### src/rtl/ob_cntrl_mk_arb.sv
// Market-order trade arbiter: picks one of LB_MS / LS_MB / MS_MB from the table heads
// and presents it on a valid/ready handshake. FSM: IDLE = accepting queries | HOLD = trade presented.
module ob_cntrl_mk_arb #(
  parameter int QTY_W      = 16,
  parameter int PRICE_W    = 20,
  parameter int UID_W      = 32,
  parameter int PRIO_MODE  = 0,
  parameter int STARVE_MAX = 4,
  localparam int ORD_W     = UID_W + PRICE_W + QTY_W,
  localparam int SIDE_W    = UID_W + PRICE_W
) (
  input  logic              clk,
  input  logic              rst,
  input  logic              lm_bid_vld,
  input  logic [ORD_W-1:0]  lm_bid,
  input  logic              lm_ask_vld,
  input  logic [ORD_W-1:0]  lm_ask,
  input  logic              mk_bid_vld,
  input  logic [ORD_W-1:0]  mk_bid,
  input  logic              mk_ask_vld,
  input  logic [ORD_W-1:0]  mk_ask,
  input  logic              trade_qry,
  output logic              qry_rdy,
  output logic              trade_none,
  output logic              trade_vld,
  input  logic              trade_rdy,
  output logic [2:0]        trade_kind,
  output logic [SIDE_W-1:0] trade_ask,
  output logic [SIDE_W-1:0] trade_bid,
  output logic [1:0]        trade_cons,
  output logic [QTY_W-1:0]  trade_qty,
  output logic [QTY_W-1:0]  trade_rem,
  output logic [31:0]       trade_cnt
);

  localparam int SC_W = (STARVE_MAX > 0) ? $clog2(STARVE_MAX + 1) : 1;
  localparam logic [SC_W-1:0] SC_LIM = SC_W'(STARVE_MAX);

  typedef enum logic {IDLE, HOLD} state_t;
  state_t state, state_nxt;

  logic [2:0]        elig;
  logic              gnt_any, accept, hs, starve_hit, ms_elig_q;
  logic [1:0]        gnt, gnt_q, rr_ptr;
  logic [SC_W-1:0]   starve_cnt;
  logic [ORD_W-1:0]  ask_ord, bid_ord;
  logic [QTY_W-1:0]  ask_q, bid_q, qty_nxt, rem_nxt;
  logic [2:0]        kind_nxt;
  logic [1:0]        cons_nxt;
  logic [SIDE_W-1:0] ask_side, bid_side;

  function automatic logic usable(input logic vld, input logic [ORD_W-1:0] ord);
    return vld && (ord[QTY_W-1:0] != '0);
  endfunction

  assign elig = {usable(mk_bid_vld, mk_bid) && usable(mk_ask_vld, mk_ask),
                 usable(lm_ask_vld, lm_ask) && usable(mk_bid_vld, mk_bid),
                 usable(lm_bid_vld, lm_bid) && usable(mk_ask_vld, mk_ask)};
  assign gnt_any    = |elig;
  assign starve_hit = (STARVE_MAX != 0) && (starve_cnt == SC_LIM);

  always_comb begin
    gnt = 2'd0;
    if (PRIO_MODE != 0) begin
      case (rr_ptr)
        2'd1:    gnt = elig[1] ? 2'd1 : (elig[2] ? 2'd2 : 2'd0);
        2'd2:    gnt = elig[2] ? 2'd2 : (elig[0] ? 2'd0 : 2'd1);
        default: gnt = elig[0] ? 2'd0 : (elig[1] ? 2'd1 : 2'd2);
      endcase
    end else if (starve_hit && elig[2]) begin
      gnt = 2'd2;
    end else begin
      gnt = elig[0] ? 2'd0 : (elig[1] ? 2'd1 : 2'd2);
    end
  end

  always_comb begin
    ask_ord  = mk_ask;
    bid_ord  = lm_bid;
    kind_nxt = 3'b001;
    case (gnt)
      2'd1: begin
        ask_ord  = lm_ask;
        bid_ord  = mk_bid;
        kind_nxt = 3'b010;
      end
      2'd2: begin
        ask_ord  = mk_ask;
        bid_ord  = mk_bid;
        kind_nxt = 3'b100;
      end
      default: ;
    endcase
    ask_q    = ask_ord[QTY_W-1:0];
    bid_q    = bid_ord[QTY_W-1:0];
    ask_side = ask_ord[ORD_W-1:QTY_W];
    // Market-vs-market trades clear at the market ask price on both sides.
    bid_side = {bid_ord[ORD_W-1 -: UID_W],
                (gnt == 2'd2) ? mk_ask[QTY_W +: PRICE_W] : bid_ord[QTY_W +: PRICE_W]};
    qty_nxt  = (ask_q < bid_q) ? ask_q : bid_q;
    rem_nxt  = (ask_q < bid_q) ? (bid_q - ask_q) : (ask_q - bid_q);
    cons_nxt = {ask_q <= bid_q, bid_q <= ask_q};
  end

  always_comb begin
    state_nxt = state;
    accept    = (state == IDLE) && trade_qry;
    hs        = (state == HOLD) && trade_rdy;
    case (state)
      IDLE:    if (accept && gnt_any) state_nxt = HOLD;
      HOLD:    if (hs) state_nxt = IDLE;
      default: state_nxt = IDLE;
    endcase
  end

  always_ff @(posedge clk or posedge rst) begin
    if (rst) state <= IDLE;
    else     state <= state_nxt;
  end

  assign qry_rdy   = (state == IDLE);
  assign trade_vld = (state == HOLD);

  always_ff @(posedge clk or posedge rst) begin
    if (rst) begin
      trade_none <= 1'b0;
      trade_kind <= '0;
      trade_ask  <= '0;
      trade_bid  <= '0;
      trade_cons <= '0;
      trade_qty  <= '0;
      trade_rem  <= '0;
      trade_cnt  <= '0;
      gnt_q      <= '0;
      ms_elig_q  <= 1'b0;
      rr_ptr     <= '0;
      starve_cnt <= '0;
    end else begin
      trade_none <= accept && !gnt_any;
      if (accept && gnt_any) begin
        trade_kind <= kind_nxt;
        trade_ask  <= ask_side;
        trade_bid  <= bid_side;
        trade_cons <= cons_nxt;
        trade_qty  <= qty_nxt;
        trade_rem  <= rem_nxt;
        gnt_q      <= gnt;
        ms_elig_q  <= elig[2];
      end
      if (hs) begin
        trade_cnt <= trade_cnt + 32'd1;
        rr_ptr    <= (gnt_q == 2'd2) ? 2'd0 : gnt_q + 2'd1;
        // Bypass counting only matters in fixed-priority mode.
        if (PRIO_MODE == 0 && STARVE_MAX != 0 && ms_elig_q && gnt_q != 2'd2)
          starve_cnt <= starve_hit ? starve_cnt : starve_cnt + SC_W'(1);
        else
          starve_cnt <= '0;
      end
    end
  end

endmodule

### config.mk
export PLATFORM = sky130hd
export DESIGN_NAME = ob_cntrl_mk_arb
export DESIGN_NICKNAME = d
export VERILOG_FILES = /design/src/rtl/ob_cntrl_mk_arb.sv
export SDC_FILE = /design/constraint.sdc
export NUM_CORES = 1
export LEC_CHECK = 0
export CAP_MARGIN = 15
export CELL_PAD_IN_SITES_DETAIL_PLACEMENT = 1
export CELL_PAD_IN_SITES_GLOBAL_PLACEMENT = 2
export CORE_ASPECT_RATIO = 1.25
export CORE_MARGIN = 5
export CORE_UTILIZATION = 26
export CTS_CLUSTER_DIAMETER = 80
export DETAILED_ROUTE_END_ITERATION = 6
export PLACE_DENSITY_LB_ADDON = 0.08
export SETUP_SLACK_MARGIN = 0.4
export SLEW_MARGIN = 20
export SYNTH_ARGS = -nofsm -noshare
export SYNTH_HDL_FRONTEND = slang
export SYNTH_SLANG_ARGS = --single-unit
export TNS_END_PERCENT = 20
### constraint.sdc
create_clock -name clk -period 18.85 [get_ports clk]
set_input_delay 3.77 -clock clk [delete_from_list [all_inputs] [get_ports clk]]
set_output_delay 3.77 -clock clk [all_outputs]
set_load 0.02 [all_outputs]
==> results.sh <==
export IMPL_power_per_cell_area_nw_per_um2=102
export IMPL_num_vias=10205
export IMPL_post_route_worst_setup_slack_ps=8700
export IMPL_grt_setup_unrepaired="no"
export IMPL_per_instance_average_area_after_synthesis_um2=9.20
export IMPL_cap_violations=0
export IMPL_synth_top_area_share=0.432
export IMPL_clock_fmax_mhz=98.5
export IMPL_post_route_drc_count=0
export IMPL_postSynth_asyncResetShare=1.00
export IMPL_critical_path_cell_chain="clkdlybuf4s50_1 -> nor4_1 -> a41oi_1 -> nand2_1 -> nor2_1 -> a21oi_1 -> inv_1 -> ha_4 -> buf_4 -> mux2_2 -> inv_1 -> ha_1 -> nand2_1 -> o21ai_1 -> a211oi_1 -> a21bo_2 -> nand2_2 -> a21oi_1 -> or3_1 -> a31oi_1"
export IMPL_area_growth_synth_to_finish_pct=53.6
export IMPL_boundaryPins=456
export IMPL_synth_lib_cells_used_distinct=68
export IMPL_cts_tree="built"
export IMPL_p_leak_nw=6.56
export IMPL_root_buffer="clkbuf_16"
export IMPL_slew_viol_final=0
export IMPL_stdcell_count=2079
export IMPL_synth_enable_flop_cells=0
export IMPL_postSynthNetCount=1446
export IMPL_worst_endpoint_arrival_ps=10530
export IMPL_place_gp_congestion=0.881
export IMPL_drt_pre_antenna_iters=4
export IMPL_critical_path_slowest_cell="buf_4"
export IMPL_finalPower_mw=1.65
export IMPL_clk_pin_slew_ps=80
export IMPL_die_y_um=234
export IMPL_ys_top_cells_by_count="181 x dfrtp_1, 143 x a21oi_1, 139 x nor2_1"
export IMPL_ys_warnings_count=0
export IMPL_floorplan_die_area_um2=44500
export IMPL_fin_area_um2=16100
export IMPL_vias_in_the_first_global_route=10741
export IMPL_max_clock_path_buffers=2
export IMPL_regToRegStartpoint="starve_cnt[0]"
export IMPL_pre_cts_slack_ps=7990
export IMPL_drive_gt1_frac=0.0547
export IMPL_netlist_area_um2=10500
export IMPL_setup_reg_to_reg_worst_slack_ps=12710
export IMPL_cts_setup_buffers=0
export IMPL_critPathMaxStageDelay_ps=790
export IMPL_placedCellCount=2043
export IMPL_vias_per_cell=4.91
export IMPL_tritoncts_num_buffers=17
export IMPL_worst_hold_startpoint="trade_cnt[31]"
export IMPL_nFillCells=4529
export IMPL_gr_usage_all_layers=0.211
export IMPL_initial_core_util=0.262
export IMPL_critical_path_reg2reg_endpoint="trade_rem[9]"
export IMPL_top_layer_used="met5"
export IMPL_io_buffers=455
export IMPL_ctsHtreeMaxLevel=4
export IMPL_route_final_wire_length_mm=48.7
export IMPL_final_hold_violation_count=0
export IMPL_drtIter0Drc=333
export IMPL_finalCritPeriodShare=0.539
export IMPL_buf_inv_stages_crit_path=4
export IMPL_pin_count_of_the_biggest_net_entering_global_routing=109
export IMPL_clock_latency_reported_for_the_late_side_of_the_worst_skew_pair_ps=460
export IMPL_place_area_um2=15500
export IMPL_synth_top_cell_by_area="dfrtp_1"
export IMPL_timing_critical_path_max_delay_family="compound AO/OA/AOI/OAI gates"
export IMPL_end_kind="register"
export IMPL_worstHoldPathType="reg2reg"
export IMPL_crit_fanout=48
export IMPL_final_setup_viol_count=0
export IMPL_grt_first_pass_wirelength_mm=69.9
export IMPL_worst_pin_slew_ps=1030
export IMPL_nets=1865
export IMPL_route_layer_met1_wl_mm=17.8
export IMPL_power_ir_vdd_worst_mv=0.0661
export IMPL_ys_seq_area_frac=0.432
export IMPL_worst_slew_margin_rel=0.315
export IMPL_wl_met3_mm=2.59
export IMPL_clock_skew_ps=12.4
export IMPL_cts_repair_resized=0
export IMPL_critical_path_class="in2reg"
export IMPL_detailed_place_hpwl_mm=39.4
export IMPL_reg2reg_depth=19
export IMPL_setup_tns_final_ps=0
export IMPL_grt_antenna_before_repair=2
export IMPL_met2_length_mm=27.1
export IMPL_fin_crit_ps=10150
export IMPL_ant_nets=0
export IMPL_most_frequent_cell_after_synthesis="dfrtp_1"
export IMPL_syn_instance_count=1140
export IMPL_min_delay_worst_endpoint="trade_cnt[31]"
export IMPL_hold_ws_ps=480
export IMPL_sequential_cell_area_um2=4530
export IMPL_outcome="completed"
export IMPL_core_area_um2=40000
export IMPL_drt_wirelength_per_cell_um=23.4
export IMPL_multi_input_comb_area_um2=5600
export IMPL_chipWidth_um=190
export IMPL_leading_post_synthesis_cells_by_cell_area="dfrtp_1 43%, mux2i_1 11%, a21oi_1 6.8%"
export IMPL_worst_hold_path_num_cells=1
export IMPL_total_of_flip_flops_plus_latches_after_synthesis=181
export IMPL_placement_rows=82
export IMPL_cp_start_kind="input port"
export IMPL_clkSinkCount=181
export IMPL_cts_hold_buffers_added=0
export IMPL_yosys_most_used_dff="dfrtp_1"
export IMPL_grt_remaining_overflow=0
export IMPL_final_standard_cell_utilization_of_the_core=0.402
export IMPL_critical_path_required_ps=19230
-- worst register-to-register path: cells and delay by family, from the launching register on --
kind | cells | cell delay, ps
and+or+nand+nor | 5 | 1050
adders and majority gates | 3 | 1110
buffers and inverters | 4 | 1070
AOI/OAI and AO/OA | 6 | 1870
muxes | 1 | 550
DFF | 1 | 400
-- logic make-up after synthesis --
family                   Yosys count  share of synthesized area
buffers and inverters             96                     0.0388
AND/OR/NAND/NOR                  352                      0.148
adder cells (fa/ha/maj)           26                     0.0310
flip-flops                       181                      0.432
multiplexers                     140                      0.142
AO/OA/AOI/OAI                    293                      0.164
XOR/XNOR                          52                     0.0449
-- worst max-delay path by stage --
stage	start	endpoint	cells past startpoint
floorplan	rst	gnt_q[0]	1
global placement	mk_bid[11]	trade_rem[9]	19
detailed placement	mk_bid[11]	trade_rem[9]	19
CTS	mk_ask[4]	trade_rem[9]	19
global route	mk_bid[12]	trade_rem[9]	19
finish	mk_bid[9]	trade_rem[9]	20
-- per-layer routing --
| layer | track usage | vias up |
|---|---|---|
| met3 | 0.0497 | 53 |
| met4 | 0.0678 | 2 |
| met2 | 0.414 | 284 |
| li1 | - | 4871 |
| met1 | 0.220 | 4995 |
| met5 | 0 | - |
-- state kept, by name (all words and copies together) (netlist names) --
signal      cells
starve_cnt      3
trade_kind      3
trade_vld       1
trade_qty      16
trade_cons      2
trade_rem      16
trade_none      1
ms_elig_q       1
trade_ask      52
gnt_q           2
trade_cnt      32
trade_bid      52
-- cell usage in the layout, fill, tap and decap left out, drive strengths merged, types with 4 or more instances in the layout --
| cell type | instances |
|---|---|
| clkdlybuf4s50 | 455 |
| dfrtp | 181 |
| a21oi | 143 |
| nor2 | 139 |
| mux2i | 123 |
| nand2 | 119 |
| o21ai | 78 |
| inv | 41 |
| xnor2 | 31 |
| ha | 26 |
| nand3 | 21 |
| xor2 | 21 |
| nor4 | 19 |
| mux2 | 17 |
| clkbuf | 17 |
| nand4 | 13 |
| and3 | 13 |
| o211ai | 12 |
| a31oi | 10 |
| a21o | 8 |
| buf | 7 |
| and2 | 6 |
| or2 | 5 |
| clkinv | 5 |
| and4 | 4 |
| nor3 | 4 |
| a21boi | 4 |
| a41oi | 4 |
| a2111oi | 4 |
| o32ai | 4 |
-- layout make-up --
cell class,instances,area share
flip-flops and latches,181,0.281
well taps,504,0.0392
diodes,3,0.000466
clock buffers,17,0.0264
clock inverters,15,0.00901
repair buffers,462,0.288
multi-input cells,863,0.348
inverters,34,0.00839
-- report_power, final --
group,switching (mW),total [mW],internal (mW)
Combinational,0.418,0.749,0.331
Sequential,0.0557,0.539,0.483
Clock,0.175,0.360,0.186
Total,0.649,1.65,0.999
Power figures use the tool's default switching activity.
